--- src/rtl/meas_readout_buffer_pkg.sv ---
// Shared defaults and helpers for the measurement readout path (prebuffer, readout buffer, SPI control).
package meas_readout_buffer_pkg;

    localparam int         DEF_WORD_BYTES = 3;
    localparam int         DEF_DEPTH      = 8;
    localparam logic [7:0] DEF_EMPTY_FILL = 8'h00;

    function automatic int level_w(input int d);
        return $clog2(d + 1);
    endfunction

endpackage

--- src/rtl/meas_word_ring.sv ---
// Register-array word ring with head/tail/level and full-ring write policy; head word read asynchronously.
// Write-while-full either drops the oldest word or discards the new one; a same-cycle pop always makes room.
module meas_word_ring
    import meas_readout_buffer_pkg::*;
#(
    parameter  int W           = 8 * DEF_WORD_BYTES,
    parameter  int DEPTH       = DEF_DEPTH,
    parameter  bit DROP_OLDEST = 1'b1,
    localparam int LW          = level_w(DEPTH),
    localparam int AW          = $clog2(DEPTH)
) (
    input  logic          clk_12mhz,
    input  logic          rst_n,
    input  logic          i_clear,
    input  logic          i_push,
    input  logic [W-1:0]  i_push_dat,
    input  logic          i_pop,
    output logic [W-1:0]  o_head_dat,
    output logic [LW-1:0] o_level,
    output logic          o_empty,
    output logic          o_full,
    output logic          o_ovf_evt
);

    logic [W-1:0]  r_ring [DEPTH];
    logic [AW-1:0] r_head;
    logic [AW-1:0] r_tail;
    logic [LW-1:0] r_level;

    logic w_push;
    logic w_pop;
    logic w_store;
    logic w_drop;

    assign o_empty = (r_level == '0);
    assign o_full  = (r_level == LW'(DEPTH));

    assign w_push  = i_push && !i_clear;
    assign w_pop   = i_pop && !i_clear && !o_empty;
    // A pop in the same cycle frees a slot, so the overflow policy only applies without one.
    assign w_store   = w_push && (!o_full || w_pop || DROP_OLDEST);
    assign w_drop    = w_push && o_full && !w_pop && DROP_OLDEST;
    assign o_ovf_evt = w_push && o_full && !w_pop;

    assign o_head_dat = r_ring[r_head];
    assign o_level    = r_level;

    always_ff @(posedge clk_12mhz) begin
        if (w_store) begin
            r_ring[r_tail] <= i_push_dat;
        end
    end

    always_ff @(posedge clk_12mhz or negedge rst_n) begin
        if (!rst_n) begin
            r_head  <= '0;
            r_tail  <= '0;
            r_level <= '0;
        end else if (i_clear) begin
            r_head  <= '0;
            r_tail  <= '0;
            r_level <= '0;
        end else begin
            if (w_store) begin
                r_tail <= r_tail + AW'(1);
            end
            if (w_pop || w_drop) begin
                r_head <= r_head + AW'(1);
            end
            if (w_store && !w_drop && !w_pop) begin
                r_level <= r_level + LW'(1);
            end else if (w_pop && !w_store) begin
                r_level <= r_level - LW'(1);
            end
        end
    end

endmodule

--- src/rtl/meas_readout_buffer.sv ---
// Measurement word buffer served to SPI one byte per request, LSB first; sticky overflow/underrun, frame abort.
// One-cycle request-to-byte latency, back-to-back requests allowed; no backpressure (full-ring writes follow DROP_OLDEST).
module meas_readout_buffer
    import meas_readout_buffer_pkg::*;
#(
    parameter  int         WORD_BYTES  = DEF_WORD_BYTES,
    parameter  int         DEPTH       = DEF_DEPTH,
    parameter  bit         DROP_OLDEST = 1'b1,
    parameter  logic [7:0] EMPTY_FILL  = DEF_EMPTY_FILL,
    localparam int         W           = 8 * WORD_BYTES,
    localparam int         LW          = level_w(DEPTH)
) (
    input  logic          clk_12mhz,
    input  logic          rst_n,
    input  logic          wr_en,
    input  logic [W-1:0]  wr_data,
    input  logic          rd_byte_req,
    input  logic          xfer_done,
    input  logic          level_clear,
    output logic [7:0]    meas_data,
    output logic          byte_valid,
    output logic [LW-1:0] level,
    output logic          empty,
    output logic          full,
    output logic          overflow,
    output logic          underrun
);

    localparam int             BW       = (WORD_BYTES > 1) ? $clog2(WORD_BYTES) : 1;
    localparam logic [BW-1:0]  LAST_IDX = BW'(WORD_BYTES - 1);
    localparam logic [BW-1:0]  NEXT_IDX = (WORD_BYTES > 1) ? BW'(1) : '0;

    logic [WORD_BYTES-1:0][7:0] r_hold;
    logic [BW-1:0]              r_byte_idx;
    logic [7:0]                 r_meas_data;
    logic                       r_byte_valid;
    logic                       r_overflow;
    logic                       r_underrun;

    logic [W-1:0] w_head_dat;
    logic         w_fetch;
    logic         w_ovf_evt;

    assign w_fetch = rd_byte_req && !level_clear && (r_byte_idx == '0);

    meas_word_ring #(
        .W           (W),
        .DEPTH       (DEPTH),
        .DROP_OLDEST (DROP_OLDEST)
    ) u_ring (
        .clk_12mhz  (clk_12mhz),
        .rst_n      (rst_n),
        .i_clear    (level_clear),
        .i_push     (wr_en),
        .i_push_dat (wr_data),
        .i_pop      (w_fetch),
        .o_head_dat (w_head_dat),
        .o_level    (level),
        .o_empty    (empty),
        .o_full     (full),
        .o_ovf_evt  (w_ovf_evt)
    );

    always_ff @(posedge clk_12mhz or negedge rst_n) begin
        if (!rst_n) begin
            r_hold       <= '0;
            r_byte_idx   <= '0;
            r_meas_data  <= 8'h00;
            r_byte_valid <= 1'b0;
            r_overflow   <= 1'b0;
            r_underrun   <= 1'b0;
        end else if (level_clear) begin
            r_byte_idx   <= '0;
            r_byte_valid <= 1'b0;
            r_overflow   <= 1'b0;
            r_underrun   <= 1'b0;
        end else begin
            r_byte_valid <= rd_byte_req;
            if (w_fetch) begin
                if (!empty) begin
                    r_hold      <= w_head_dat;
                    r_meas_data <= w_head_dat[7:0];
                    r_byte_idx  <= NEXT_IDX;
                end else begin
                    r_meas_data <= EMPTY_FILL;
                    r_underrun  <= 1'b1;
                end
            end else if (rd_byte_req) begin
                r_meas_data <= r_hold[r_byte_idx];
                r_byte_idx  <= (r_byte_idx == LAST_IDX) ? '0 : r_byte_idx + BW'(1);
            end
            // Frame end wins over the index advance: the rest of the word is abandoned.
            if (xfer_done) begin
                r_byte_idx <= '0;
            end
            if (w_ovf_evt) begin
                r_overflow <= 1'b1;
            end
        end
    end

    assign meas_data  = r_meas_data;
    assign byte_valid = r_byte_valid;
    assign overflow   = r_overflow;
    assign underrun   = r_underrun;

endmodule
--- config.mk ---
export PLATFORM = sky130hd
export DESIGN_NAME = meas_readout_buffer
export DESIGN_NICKNAME = d
export VERILOG_FILES = /design/src/rtl/meas_readout_buffer_pkg.sv /design/src/rtl/meas_word_ring.sv /design/src/rtl/meas_readout_buffer.sv
export SDC_FILE = /design/constraint.sdc
export NUM_CORES = 1
export LEC_CHECK = 0
export CORE_MARGIN = 10
export CORE_UTILIZATION = 53
export DETAILED_ROUTE_END_ITERATION = 10
export PLACE_DENSITY_LB_ADDON = 0.08
export SKIP_CTS_REPAIR_TIMING = 1
export SYNTH_ARGS = -nofsm -noshare
export SYNTH_HDL_FRONTEND = slang
export SYNTH_SLANG_ARGS = --single-unit
--- constraint.sdc ---
create_clock -name clk_12mhz -period 2.4 [get_ports clk_12mhz]
set_input_delay 0.48 -clock clk_12mhz [delete_from_list [all_inputs] [get_ports clk_12mhz]]
set_output_delay 0.48 -clock clk_12mhz [all_outputs]
set_load 0.02 [all_outputs]
# Word level (Yosys, flattened, before mapping)
# Memory sizes are Yosys's and may differ from the RTL's.
# Cells that the tools add are included.
dict set report word_totals {
  reg_bits 47
  mem_bits_rw 192
  out_inout_bits 17
  memories 1
}
# memory words width read_ports rd_ports_with_merged_regs write_ports line
set mem_list {}
lappend mem_list {u_ring.r_ring 8 24 1 0 1 meas_word_ring.sv:25} ;# logic [W-1:0] r_ring [DEPTH];
dict set report classes {
  add_sub_neg 5
  order_cmp 1
  eq_ne 3
  n_mux 26
  n_bitwise 2
  reduce_logical 30
}
# operator count
set ops {}
lappend ops {{$mux W8} 4}
lappend ops {{$bmux W8 S2} 1}
lappend ops {{$mux W2} 6}
lappend ops {{$mux W3} 4}
lappend ops {{$mux W4} 3}
lappend ops {{$reduce_bool A2 Y1} 6}
lappend ops {{$logic_and A1 B1 Y1} 10}
lappend ops {{$mux W1} 8}
lappend ops {{$add A3 B1 Y3 const B} 2}
lappend ops {{$reduce_and A2 Y1} 3}
lappend ops {{$logic_not A1 Y1} 5}
lappend ops {{$add A4 B1 Y4 const B} 1}
lappend ops {{$eq A4 B4 Y1 const B} 1}
lappend ops {{$logic_not A4 Y1} 1}
lappend ops {{$ne A4 B4 Y1 const B} 1}
lappend ops {{$reduce_bool A4 Y1} 1}
lappend ops {{$sub A4 B1 Y4 const B} 1}
lappend ops {{$lt A2 B3 Y1 const B} 1}
lappend ops {{$reduce_and A3 Y1} 1}
lappend ops {{$reduce_bool A3 Y1} 1}
lappend ops {{$add A2 B1 Y2 const B} 1}
lappend ops {{$eq A2 B2 Y1 const B} 1}
lappend ops {{$logic_not A2 Y1} 1}
lappend ops {{$not A1 Y1} 2}
lappend ops {{$logic_or A1 B1 Y1} 1}

# Logic depth before layout (Yosys ltp)
dict set report logic_depth {
  ltp_word 12
  ltp_mapped 9
  ltp_nobuf 9
}

# By module
# From an unflattened synthesis, not the netlist that was laid out.
dict set report hier_totals {
  cells_unflattened 461
  hier_area_um2 9180.1
}
# module instances cells_each area_each_um2 seq_area_each_um2
set modules_own_cells {}
lappend modules_own_cells {meas_word_ring 1 360 7905.1 6015.8}
lappend modules_own_cells {meas_readout_buffer 1 101 1275.0 725.7}

# Worst setup path after synthesis
# OpenSTA, ideal clock, no wires.
dict set report synth_path {
  path_kind {input to register}
  start {input port wr_en}
  end {memory u_ring.r_ring[0][0] (netlist name), enable pin}
  setup_time_ps 435
  t_arrival_ps 2831
  required_ps 1965
  path_slack_ps -866
  cell_stages 4
  cell_sequence {clkbuf_1 nor2b_1 nand2b_1 nor3_1}
}
dict set report synth_via {
  elab_chain_cells 3
}
# element line
set synth_rtl {}
lappend synth_rtl {{start, declared} meas_readout_buffer.sv:15} ;# input logic wr_en,
lappend synth_rtl {{$logic_and A1 B1 Y1} meas_word_ring.sv:38} ;# assign w_push = i_push && !i_clear;
lappend synth_rtl {{$mux W1} meas_word_ring.sv:49} ;# if (w_store) begin
lappend synth_rtl {{$mux W1 (implied by the code)} meas_word_ring.sv:50} ;# r_ring[r_tail] <= i_push_dat;
lappend synth_rtl {{end, declared} meas_word_ring.sv:25}
# Every way passes these cells.

# Final worst setup path
dict set report layout_path {
  start {register u_ring.r_level[1], in the netlist u_ring.o_level[1]}
  end {register u_ring.r_level[3], in the netlist u_ring.o_level[3]}
}
dict set report layout_via {
  elab_chain_cells 10
  word_cells_on_any_way 17
  cone_classes {add/sub (2); eq/ne (1); mux (3); reduce/logical (11)}
}
# element line
set layout_rtl {}
lappend layout_rtl {{start, declared} meas_word_ring.sv:28} ;# logic [LW-1:0] r_level;
lappend layout_rtl {{start signal, assigned} meas_word_ring.sv:71} ;# r_level <= r_level + LW'(1);
lappend layout_rtl {{start signal, assigned} meas_word_ring.sv:73} ;# r_level <= r_level - LW'(1);
lappend layout_rtl {{$logic_not A4 Y1} meas_word_ring.sv:35} ;# assign o_empty = (r_level == '0);
lappend layout_rtl {{$logic_not A1 Y1} meas_word_ring.sv:39} ;# assign w_pop = i_pop && !i_clear && !o_empty;
lappend layout_rtl {{$logic_and A1 B1 Y1} meas_word_ring.sv:39}
lappend layout_rtl {{$logic_not A1 Y1} {meas_word_ring.sv:42, meas_word_ring.sv:70}}
lappend layout_rtl {{$logic_and A1 B1 Y1} meas_word_ring.sv:42} ;# assign w_drop = w_push && o_full && !w_pop && DROP_OLDEST;
lappend layout_rtl {{$logic_not A1 Y1} meas_word_ring.sv:70} ;# if (w_store && !w_drop && !w_pop) begin
lappend layout_rtl {{$logic_and A1 B1 Y1 (2 in a row)} meas_word_ring.sv:70}
lappend layout_rtl {{$mux W4} meas_word_ring.sv:70}
lappend layout_rtl {{$mux W4} meas_word_ring.sv:59} ;# end else if (i_clear) begin
# Parallel ways exist; a longest one is shown, timed or not. The select of a mux whose other input is x is not followed.
# A chain may end at the register's enable or synchronous reset.

==> flow_summary.html <==
<table>
<tr><th>Metric</th><th>Value</th></tr>
<tr><th colspan="2">Clock tree</th></tr>
<tr><td># H-tree levels</td><td>1</td></tr>
<tr><td>Clock Latency Late Sink</td><td>slightly below 0.5 ns</td></tr>
<tr><td>TritonCTS clock tree</td><td>built</td></tr>
<tr><td>Clock tree root buffer cell</td><td>sky130_fd_sc_hd__clkbuf_16</td></tr>
<tr><td>Sinks on the clock net</td><td>between 200 and 250</td></tr>
<tr><td>Number of buffers on the longest clock path</td><td>3</td></tr>
<tr><td>Number of CTS-inserted buffers</td><td>23</td></tr>
<tr><td>Clock-pin transition on the worst setup and hold timing paths</td><td>around 0.060 ns</td></tr>
<tr><th colspan="2">Worst setup path</th></tr>
<tr><td>Worst R2R Start</td><td>u_ring.o_level[1]$_DFFE_PN0P_</td></tr>
<tr><td>Worst R2R Path Depth</td><td>10</td></tr>
<tr><td>Critical path, cell by cell</td><td>buf_6 -&gt; or4b_4 -&gt; inv_2 -&gt; a22oi_2 -&gt; nand2_2 -&gt; ha_4 -&gt; a21o_1 -&gt; a21oi_2 -&gt; mux2i_1 -&gt; mux2_1</td></tr>
<tr><td>Worst Path Max Fanout</td><td>4</td></tr>
<tr><td>Setup crit end</td><td>u_ring.o_level[3]$_DFFE_PN0P_</td></tr>
<tr><td>Worst path top cell family by delay</td><td>simple AND/OR/NAND/NOR gates</td></tr>
<tr><td>Critical register-to-register path endpoint</td><td>u_ring.o_level[3]$_DFFE_PN0P_</td></tr>
<tr><td>Buf+Inv Stages, Crit Path</td><td>2</td></tr>
<tr><td>CP Depth</td><td>10</td></tr>
<tr><td>Critical path type</td><td>register to register</td></tr>
<tr><td>Nature of the critical path startpoint</td><td>register</td></tr>
<tr><td>Max stage delay cell, worst path</td><td>sky130_fd_sc_hd__or4b_4</td></tr>
<tr><td>Critical Path End Type</td><td>register</td></tr>
<tr><td>Signal arrival time at the worst endpoint</td><td>around 2.9 ns</td></tr>
<tr><td>Crit path from</td><td>u_ring.o_level[1]$_DFFE_PN0P_</td></tr>
<tr><td>Peak per-stage delay on the critical path</td><td>approximately 0.54 ns</td></tr>
<tr><td>R2R setup slack</td><td>-0.10 ns</td></tr>
<tr><td>Data required time at the worst endpoint</td><td>2.77 ns</td></tr>
<tr><th colspan="2">Routing</th></tr>
<tr><td>Met1 routed wirelength after detailed routing</td><td>a little over 8 mm</td></tr>
<tr><td>Number of vias in the routed layout</td><td>between 4000 and 5000</td></tr>
<tr><td>Uppermost metal layer occupied by signal nets</td><td>met4</td></tr>
<tr><td>Via density per instance</td><td>5.73</td></tr>
<tr><td>Iter 0 DRT Violations</td><td>about 380</td></tr>
<tr><td>Routed met2 length</td><td>~9 mm</td></tr>
<tr><td>Detailed-routing iteration count for the pre-antenna-repair pass</td><td>4</td></tr>
<tr><td>WL met3</td><td>943 um</td></tr>
<tr><td>Post-route DRC violation count</td><td>0</td></tr>
<tr><td>Final wirelength</td><td>18.5 mm</td></tr>
<tr><td>ANT nets after route</td><td>0</td></tr>
<tr><td>Average detailed-routed wire length per instance</td><td>23.0 um</td></tr>
<tr><th colspan="2">Status</th></tr>
<tr><td>Violated checks</td><td>setup timing</td></tr>
<tr><td>Result of the run</td><td>complete, but fails checks</td></tr>
<tr><th colspan="2">Timing</th></tr>
<tr><td>Setup repair after global routing missed its margin</td><td>yes</td></tr>
<tr><td>Minimum clock period</td><td>roughly 2.5 ns</td></tr>
<tr><td>Achievable Freq</td><td>around 400 MHz</td></tr>
<tr><td>Total negative slack</td><td>-0.103 ns</td></tr>
<tr><td>Final count of hold timing violations</td><td>0</td></tr>
<tr><td>Worst clock skew on the final layout</td><td>0.0107 ns</td></tr>
<tr><td>Slew Viols, Final</td><td>0</td></tr>
<tr><td>Final setup fails</td><td>1</td></tr>
<tr><td>Rel. slew slack</td><td>0.393</td></tr>
<tr><td>Slew at the pin with the worst max-slew slack</td><td>~0.9 ns</td></tr>
<tr><td>Share of the clock period used by the worst path after layout</td><td>1.04</td></tr>
<tr><td>Post-route worst setup slack</td><td>-0.103 ns</td></tr>
<tr><th colspan="2">Placement</th></tr>
<tr><td>Quantity of I/O buffers inserted on ports</td><td>between 40 and 50</td></tr>
<tr><td>Placed cell area</td><td>approximately 0.01 mm2</td></tr>
<tr><td>Placer congestion estimate</td><td>0.780</td></tr>
<tr><td>Number of placed instances with taps included</td><td>approximately 760</td></tr>
<tr><td>Sum of net half-perimeters after detailed placement</td><td>11.8 mm</td></tr>
<tr><th colspan="2">Global routing</th></tr>
<tr><td>Total overflow reported by the global router</td><td>0</td></tr>
<tr><td>Number of global-route vias before repair</td><td>just under 5000</td></tr>
<tr><td>Number of antenna violations at the first check in global routing</td><td>0</td></tr>
<tr><td>Pin count of the biggest net entering global routing</td><td>37</td></tr>
<tr><td>First-pass GRT wire length</td><td>approximately 29 mm</td></tr>
<tr><td>Global Route Usage Sum</td><td>0.167</td></tr>
<tr><th colspan="2">Power and ir drop</th></tr>
<tr><td>Power per unit of standard cell area</td><td>between 800 and 900 mW/mm2</td></tr>
<tr><td>Peak VDD IR</td><td>565 uV</td></tr>
<tr><td>Final Power</td><td>9.60 mW</td></tr>
<tr><td>P_leak</td><td>3.67 nW</td></tr>
<tr><th colspan="2">Floorplanning</th></tr>
<tr><td>Total number of placement rows</td><td>47</td></tr>
<tr><td>Die outline area</td><td>0.0227 mm2</td></tr>
<tr><td>Width of the die</td><td>between 150 and 200 um</td></tr>
<tr><td>Core footprint</td><td>0.0166 mm2</td></tr>
<tr><td>Die span in y</td><td>roughly 150 um</td></tr>
<tr><td>Initial cell density of the core</td><td>0.543</td></tr>
<tr><td>IO Count</td><td>47</td></tr>
<tr><th colspan="2">Synth</th></tr>
<tr><td>Number of distinct standard cells referenced by the synthesized netlist</td><td>47</td></tr>
<tr><td>Top cells by instance count after synthesis</td><td>sky130_fd_sc_hd__edfxtp_1, sky130_fd_sc_hd__mux4_2, sky130_fd_sc_hd__dfrtp_1</td></tr>
<tr><td>Post-synthesis cell area</td><td>between 0.009 and 0.01 mm2</td></tr>
<tr><td>Synth warn</td><td>0</td></tr>
<tr><td>Area share of the largest cell type after synthesis</td><td>0.638</td></tr>
<tr><td>Net Count, Synth</td><td>504</td></tr>
<tr><td>Sequential area share after synthesis</td><td>0.746</td></tr>
<tr><td>Register bit total from synthesis</td><td>around 230</td></tr>
<tr><td>Ys async rst share</td><td>0.169</td></tr>
<tr><td>Synthesized instance count</td><td>469</td></tr>
<tr><td>Count of flip-flops with a built-in enable after synthesis</td><td>between 150 and 200</td></tr>
<tr><td>Most frequently used cell type in the post-synthesis netlist</td><td>sky130_fd_sc_hd__edfxtp_1</td></tr>
<tr><td>Post-synthesis area per instance</td><td>roughly 19 um2</td></tr>
<tr><td>Synth area leaders</td><td>sky130_fd_sc_hd__edfxtp_1, sky130_fd_sc_hd__mux4_2, sky130_fd_sc_hd__dfrtp_1, sky130_fd_sc_hd__mux2i_1, sky130_fd_sc_hd__nand2_1</td></tr>
<tr><td>Commonest register cell after synthesis</td><td>sky130_fd_sc_hd__edfxtp_1</td></tr>
<tr><td>Cell taking the most area after synthesis</td><td>sky130_fd_sc_hd__edfxtp_1</td></tr>
<tr><th colspan="2">Flow run</th></tr>
<tr><td>Max-capacitance violation count</td><td>0</td></tr>
<tr><th colspan="2">Cells and area</th></tr>
<tr><td>Post-route cell area</td><td>approximately 0.011 mm2</td></tr>
<tr><td>Non-filler instance count after layout</td><td>between 800 and 900</td></tr>
<tr><td>Relative area change from synthesis to final layout</td><td>21.5%</td></tr>
<tr><td>Diode count</td><td>0</td></tr>
<tr><td>Fraction of layout instances using a drive strength above 1</td><td>0.286</td></tr>
<tr><td>Post-layout nets</td><td>between 600 and 700</td></tr>
<tr><th colspan="2">Min path</th></tr>
<tr><td>Worst Hold Class</td><td>register to register</td></tr>
<tr><td>Number of cells on the worst hold path</td><td>2</td></tr>
</table>
==> where the power goes <==
part	internal (mW)	leakage (nW)	switching [mW]	total, mW
logic	0.851	1.12	0.757	1.61
registers	4.59	2.22	0.186	4.78
clock network	1.85	0.324	1.36	3.21
==> layer usage <==
metal  vias to the layer above  GRT usage
li1                       2075          -
met1                      2401      0.231
met2                       107      0.271
met3                        22     0.0282
met4                         0     0.0394
met5                         -          0
==> worst min path at each step <==
stage                                    to              startpoint  slack [ns]
6_report             r_hold[20]$_DFFE_PN0P_  r_hold[20]$_DFFE_PN0P_        0.49
5_1_grt              r_hold[20]$_DFFE_PN0P_  r_hold[20]$_DFFE_PN0P_        0.52
4_1_cts        u_ring.r_head[0]$_DFFE_PN0P_                   rst_n       -0.02
3_5_place_dp         r_hold[20]$_DFFE_PN0P_  r_hold[20]$_DFFE_PN0P_        0.48
3_3_place_gp         r_hold[18]$_DFFE_PN0P_  r_hold[18]$_DFFE_PN0P_        0.47
2_1_floorplan          byte_valid$_DFF_PN0_                   rst_n        0.18
==> worst register-to-register path: stages, from the launching register on <==
cell	delay [ns]
sky130_fd_sc_hd__dfrtp_2	0.41
sky130_fd_sc_hd__buf_6	0.13
sky130_fd_sc_hd__or4b_4	0.54
sky130_fd_sc_hd__inv_2	0.08
sky130_fd_sc_hd__a22oi_2	0.06
sky130_fd_sc_hd__nand2_2	0.12
sky130_fd_sc_hd__ha_4	0.20
sky130_fd_sc_hd__a21o_1	0.16
sky130_fd_sc_hd__a21oi_2	0.15
sky130_fd_sc_hd__mux2i_1	0.21
sky130_fd_sc_hd__mux2_1	0.33
==> flip-flops by register name, indices dropped and copies added, names as in the netlist, 2 cells and up <==
register / count
r_byte_idx: 2
u_ring.r_tail: 3
u_ring.r_ring: 192
meas_data: 8
r_hold: 16
u_ring.o_level: 4
u_ring.r_head: 3
==> placed cells by master, fill, tap and decap left out, types with 3 or more instances in the layout <==
| master | n |
|---|---|
| sky130_fd_sc_hd__a22oi_1 | 8 |
| sky130_fd_sc_hd__buf_6 | 3 |
| sky130_fd_sc_hd__nor2_2 | 6 |
| sky130_fd_sc_hd__o211ai_1 | 3 |
| sky130_fd_sc_hd__inv_1 | 6 |
| sky130_fd_sc_hd__nor2_1 | 14 |
| sky130_fd_sc_hd__dfrtp_1 | 35 |
| sky130_fd_sc_hd__o21ai_0 | 17 |
| sky130_fd_sc_hd__mux2_2 | 5 |
| sky130_fd_sc_hd__nand2b_1 | 4 |
| sky130_fd_sc_hd__o21a_1 | 3 |
| sky130_fd_sc_hd__mux2i_1 | 21 |
| sky130_fd_sc_hd__clkdlybuf4s50_1 | 43 |
| sky130_fd_sc_hd__dfrtp_2 | 3 |
| sky130_fd_sc_hd__clkbuf_1 | 4 |
| sky130_fd_sc_hd__nand2_1 | 28 |
| sky130_fd_sc_hd__mux4_2 | 48 |
| sky130_fd_sc_hd__buf_12 | 12 |
| sky130_fd_sc_hd__edfxtp_1 | 192 |
| sky130_fd_sc_hd__a21oi_1 | 3 |
| sky130_fd_sc_hd__nor2b_1 | 3 |
| sky130_fd_sc_hd__a31oi_1 | 5 |
| sky130_fd_sc_hd__clkinv_1 | 6 |
| sky130_fd_sc_hd__clkinv_2 | 3 |
| sky130_fd_sc_hd__clkbuf_16 | 23 |
| sky130_fd_sc_hd__buf_4 | 39 |
==> kinds of logic (layout without fill, tap and decap cells) <==
logic type,after synthesis,in the layout,share of synthesized area
compound gates,50,50,0.0367
xor+xnor,4,4,0.00388
fa+ha+maj,5,5,0.00776
simple gates,70,70,0.0373
buf+inv,33,147,0.0162
flops,231,231,0.746
mux,76,76,0.152
==> layout make-up <==
| type | count | area (um2) |
|---|---|---|
| clock buffer | 27 | 591 |
| inverter | 8 | 30.0 |
| fill | 1122 | 5660 |
| sequential | 231 | 6750 |
| timing repair buffer | 100 | 1020 |
| tap | 220 | 275 |
| clock inverter | 12 | 82.6 |
| multi-input combinational | 205 | 2240 |
==> metrics by stage <==
stage                     setup slack, ns  hold slack (ns)  utilization
final                              -0.103            0.487        0.660
after global routing               -0.185            0.525        0.660
after CTS                          -0.461          -0.0221        0.657
after detailed placement           -0.384            0.475        0.616
after global placement             -0.365            0.465        0.616
after floorplan                    -0.263            0.184            -
(Power assumes the default switching activity.)
==> RTL edit 1: new RTL, same flow settings <==
Reset style: synchronous (`rst_n`), changed in 2 clocked blocks. Comments in the files are not updated.
--- a/src/rtl/meas_word_ring.sv
+++ b/src/rtl/meas_word_ring.sv
@@ -51,7 +51,7 @@
         end
     end
 
-    always_ff @(posedge clk_12mhz or negedge rst_n) begin
+    always_ff @(posedge clk_12mhz) begin
         if (!rst_n) begin
             r_head  <= '0;
             r_tail  <= '0;
--- a/src/rtl/meas_readout_buffer.sv
+++ b/src/rtl/meas_readout_buffer.sv
@@ -61,7 +61,7 @@
         .o_ovf_evt  (w_ovf_evt)
     );
 
-    always_ff @(posedge clk_12mhz or negedge rst_n) begin
+    always_ff @(posedge clk_12mhz) begin
         if (!rst_n) begin
             r_hold       <= '0;
             r_byte_idx   <= '0;
Formal check against the unedited RTL: differs if rst_n is asserted again (counterexample within 4 cycles, from zero or initial values and one cycle with rst_n low); with rst_n held inactive, the same outputs for 4 cycles.
==> RTL edit 1 against the original RTL <==
Design area fell by 0.97%; largest cell class unchanged; routed wire length shrank 0.61%; via count rose by 2.5%; area after synthesis down 1.2%; core utilization fell by 0.17 points; worst setup slack gained 0.21 ns; sequential cell count grew 3.
Power is not compared: it rests on default switching activity, and its combinational part moved more than twofold at a synthesized area within 25%.
==> RTL edit 1: results (changes against the original RTL) <==
* Status: completed
* Max incr delay on CP at 0.57 ns (+0.03 ns)
* Worst r2r src: u_ring.o_level[3]$_SDFFE_PP0P_
* Register area share after synthesis at 0.740 (-0.00614)
* Clock skew at 0.00750 ns (-0.00316 ns)
* Placed Cells at 757 (-0.79%)
* Compound-Gate Fraction of Synth Area at 0.0505 (+0.0138)
* CP Max Fanout at 7 (+3)
* Largest Register: u_ring.r_ring
* Setup WS pre-CTS at -0.106 ns (+0.278 ns)
* Syn_nets at 516 (+2.4%)
* Crit path from: u_ring.o_level[3]$_SDFFE_PP0P_
* Crit-path slowest cell: or4_4
* Mux contribution to synthesized area at 0.137 (-0.0153)
* Via density at 5.90 (+2.8%)
* Pin count of the biggest net entering global routing at 48 (+30%)
* Initial drt markers at 360 (-5.0%)
* CP Data Arrival Time at 1.82 ns (-1.06 ns)
* Hold_sp: overflow$_SDFFE_PP0P_
* First-pass GRT wire length at 28500 um (-0.31%)
* XOR/XNOR share of the synthesized area at 0.00491 (+0.00103)
* Share of cells above drive strength 1 at 0.267 (-0.0197)
* HPWL after detailed placement at 11300 um (-4.5%)
* Async set-reset flop share out of synthesis at 0 (-0.169)
* Gr usage total at 0.165 (-0.00122)
* Synth cell count leaders: edfxtp_1, mux4_2, dfxtp_1, nor2_1, o21ai_0
* Fillcell total at 1140 (+1.6%)
* Relative slew slack at 0.369 (-0.0241)
* Final GP Congestion at 0.771 (-1.1%)
## RTL edit 1: cell types whose count changed in the layout (fill, tap and decap cells not counted), sizes merged, moves of 6 or more
cell,before,now
nor2,20,32
mux2i,21,5
nand2,29,16
a221oi,0,8
a22oi,9,0
o22ai,1,16
bufinv,1,7
o21ai,17,24
dfxtp,0,42
buf,55,36
dfrtp,39,0
a21oi,4,11
## RTL edit 1: layout make-up
type	instances	area, um^2	area share
multi-input combinational	219	2240	0.206
clock inverter	15	256	0.0236
clock buffer	27	611	0.0561
timing repair buffer	82	861	0.0792
inverter	4	15.0	0.00138
sequential	234	6620	0.608
tap	220	275	0.0253
## RTL edit 1: per-stage QoR
stage               hold WS, ns  setup TNS, ns   util  total power (uW)  cell area, um^2
global route              0.502              0  0.658              9180            10900
global placement          0.454        -0.0566  0.604              4950             9990
detailed placement        0.458         -0.146  0.604              4960             9990
CTS                       0.477         -0.499  0.657              8990            10900
finish                    0.479              0  0.658              8920            10900
floorplan                 0.474         -60.64      -              4760             8960
## RTL edit 1: power by group through the flow
stage	sequential, uW	clock [uW]	combinational (uW)
after detailed placement	4560	0	400
after floorplan	4570	0	187
after global placement	4560	0	388
after CTS	4480	4110	403
after global routing	4480	4260	440
final	4480	4040	405
## RTL edit 1: per-layer routing
layer	part of all wire	up-vias	global-route usage
met5	0	-	0
met1	0.40	2419	0.218
li1	-	2108	-
met4	0.022	0	0.0447
met2	0.50	164	0.279
met3	0.073	31	0.0278
## RTL edit 1: worst paths after layout
path,to,slack (ns),depth (start not counted)
min,overflow$_SDFFE_PP0P_,0.48,2
max,empty,0.10,3
min reg2reg,overflow$_SDFFE_PP0P_,0.48,2
max reg2reg,u_ring.o_level[3]$_SDFFE_PP0P_,0.15,8
==> RTL edit 2: new RTL, same settings <==
Without the edit above. `DROP_OLDEST` is set to 1'b1 in 2 places; all go to 1'b0.
--- a/src/rtl/meas_word_ring.sv
+++ b/src/rtl/meas_word_ring.sv
@@ -5,7 +5,7 @@
 #(
     parameter  int W           = 8 * DEF_WORD_BYTES,
     parameter  int DEPTH       = DEF_DEPTH,
-    parameter  bit DROP_OLDEST = 1'b1,
+    parameter  bit DROP_OLDEST = 1'b0,
     localparam int LW          = level_w(DEPTH),
     localparam int AW          = $clog2(DEPTH)
 ) (
--- a/src/rtl/meas_readout_buffer.sv
+++ b/src/rtl/meas_readout_buffer.sv
@@ -5,7 +5,7 @@
 #(
     parameter  int         WORD_BYTES  = DEF_WORD_BYTES,
     parameter  int         DEPTH       = DEF_DEPTH,
-    parameter  bit         DROP_OLDEST = 1'b1,
+    parameter  bit         DROP_OLDEST = 1'b0,
     parameter  logic [7:0] EMPTY_FILL  = DEF_EMPTY_FILL,
     localparam int         W           = 8 * WORD_BYTES,
     localparam int         LW          = level_w(DEPTH)
Formal check against the unedited RTL: same outputs for any inputs over 4 cycles, from zero or initial values and one cycle with rst_n low; that may be too few to reach the edited logic, so the function may still have changed.
==> RTL edit 2 against the original RTL <==
Fmax up 9.3%; design area is the same; routed wire length shrank 4.8%; sequential power is 2% higher; die area is 0.35% higher; non-clock buffer count shrank 14; power increased by 5.0%; area after synthesis increased by 0.40%; count of clock-buffer cells in the layout increased by 9; sequential cell count stayed put; worst setup slack better by 0.21 ns; largest power group unchanged.
==> RTL edit 2: results (changes against the original RTL) <==
* Routed met3 length at 992 um (+5.2%)
* Synth cell types at 43 (-8.5%)
* Met2 usage at 0.266 (-0.00448)
* IR drop worst, VDD at 640 uV (+13%)
* Post-synthesis adder-cell area fraction at 0.00772 (-0.0000310)
* Final #Nets at 588 (-2.6%)
* Initial drt markers at 245 (-35%)
* Clkbuf count at 36 (+33%)
* Vias in the first global route at 4904 (+2.0%)
* WL/cell at 22.2 um (-3.4%)
* Finished Core Util at 0.658 (-0.00232)
* ClkCell Share at 0.0701 (+0.00877)
* Gr usage total at 0.160 (-0.00623)
* Register area share after synthesis at 0.743 (-0.00298)
* CP Data Arrival Time at 1.81 ns (-1.07 ns)
* Status: completed
* Synth cell count leaders: edfxtp_1, mux4_2, dfrtp_1, nand2_1, mux2i_1
* Leakage at 0.00367 uW (-0.11%)
* Syn_area_per_cell at 19.3 um^2 (+0.40%)
* Vias at 4471 (-2.9%)
* First-pass GRT wire length at 28000 um (-1.9%)
* Invs w/o clock at 6 (-2)
* Seq pwr share at 0.484 (-0.014)
* #MultiIn Comb at 204 (-0.49%)
* Met2 wire len at 8760 um (-4.1%)
* Met3 usage at 0.0289 (+0.000727)
* HP Class: in -> async
* Int Pwr at 7610 uW (+4.4%)
* Buffering overhead at 0.0800 (-0.0126)
* Fillcell total at 1158 (+3.2%)
* Placed cell area at 0.0102 mm^2 (-0.59%)
* XOR/XNOR share of the synthesized area at 0.00290 (-0.000981)
* Compound-Gate Fraction of Synth Area at 0.0349 (-0.00180)
* HPWL after detailed placement at 11300 um (-4.2%)
* Final GP Congestion at 0.760 (-2.5%)
## RTL edit 2: critical path, cell delays in order (launching register included)
cell and delay, ns:
dfrtp_2 0.45, or4_4 0.59, inv_1 0.10, clkbuf_2 0.17
## RTL edit 2: path summary, 6_finish.rpt
path                                               start                       endpoint  slack [ns]  depth (start not counted)
setup reg to reg           u_ring.o_level[1]$_DFFE_PN0P_  u_ring.o_level[3]$_DFFE_PN0P_        0.14                          8
min in group clk_12mhz            r_hold[21]$_DFFE_PN0P_         r_hold[21]$_DFFE_PN0P_        0.48                          2
setup / recovery           u_ring.o_level[1]$_DFFE_PN0P_                          empty        0.11                          3
max in group asynchronous                          rst_n   u_ring.r_head[0]$_DFFE_PN0P_        1.62                          1
hold / removal                                     rst_n           underrun$_DFFE_PN0P_        0.11                          1
hold reg to reg                   r_hold[21]$_DFFE_PN0P_         r_hold[21]$_DFFE_PN0P_        0.48                          2
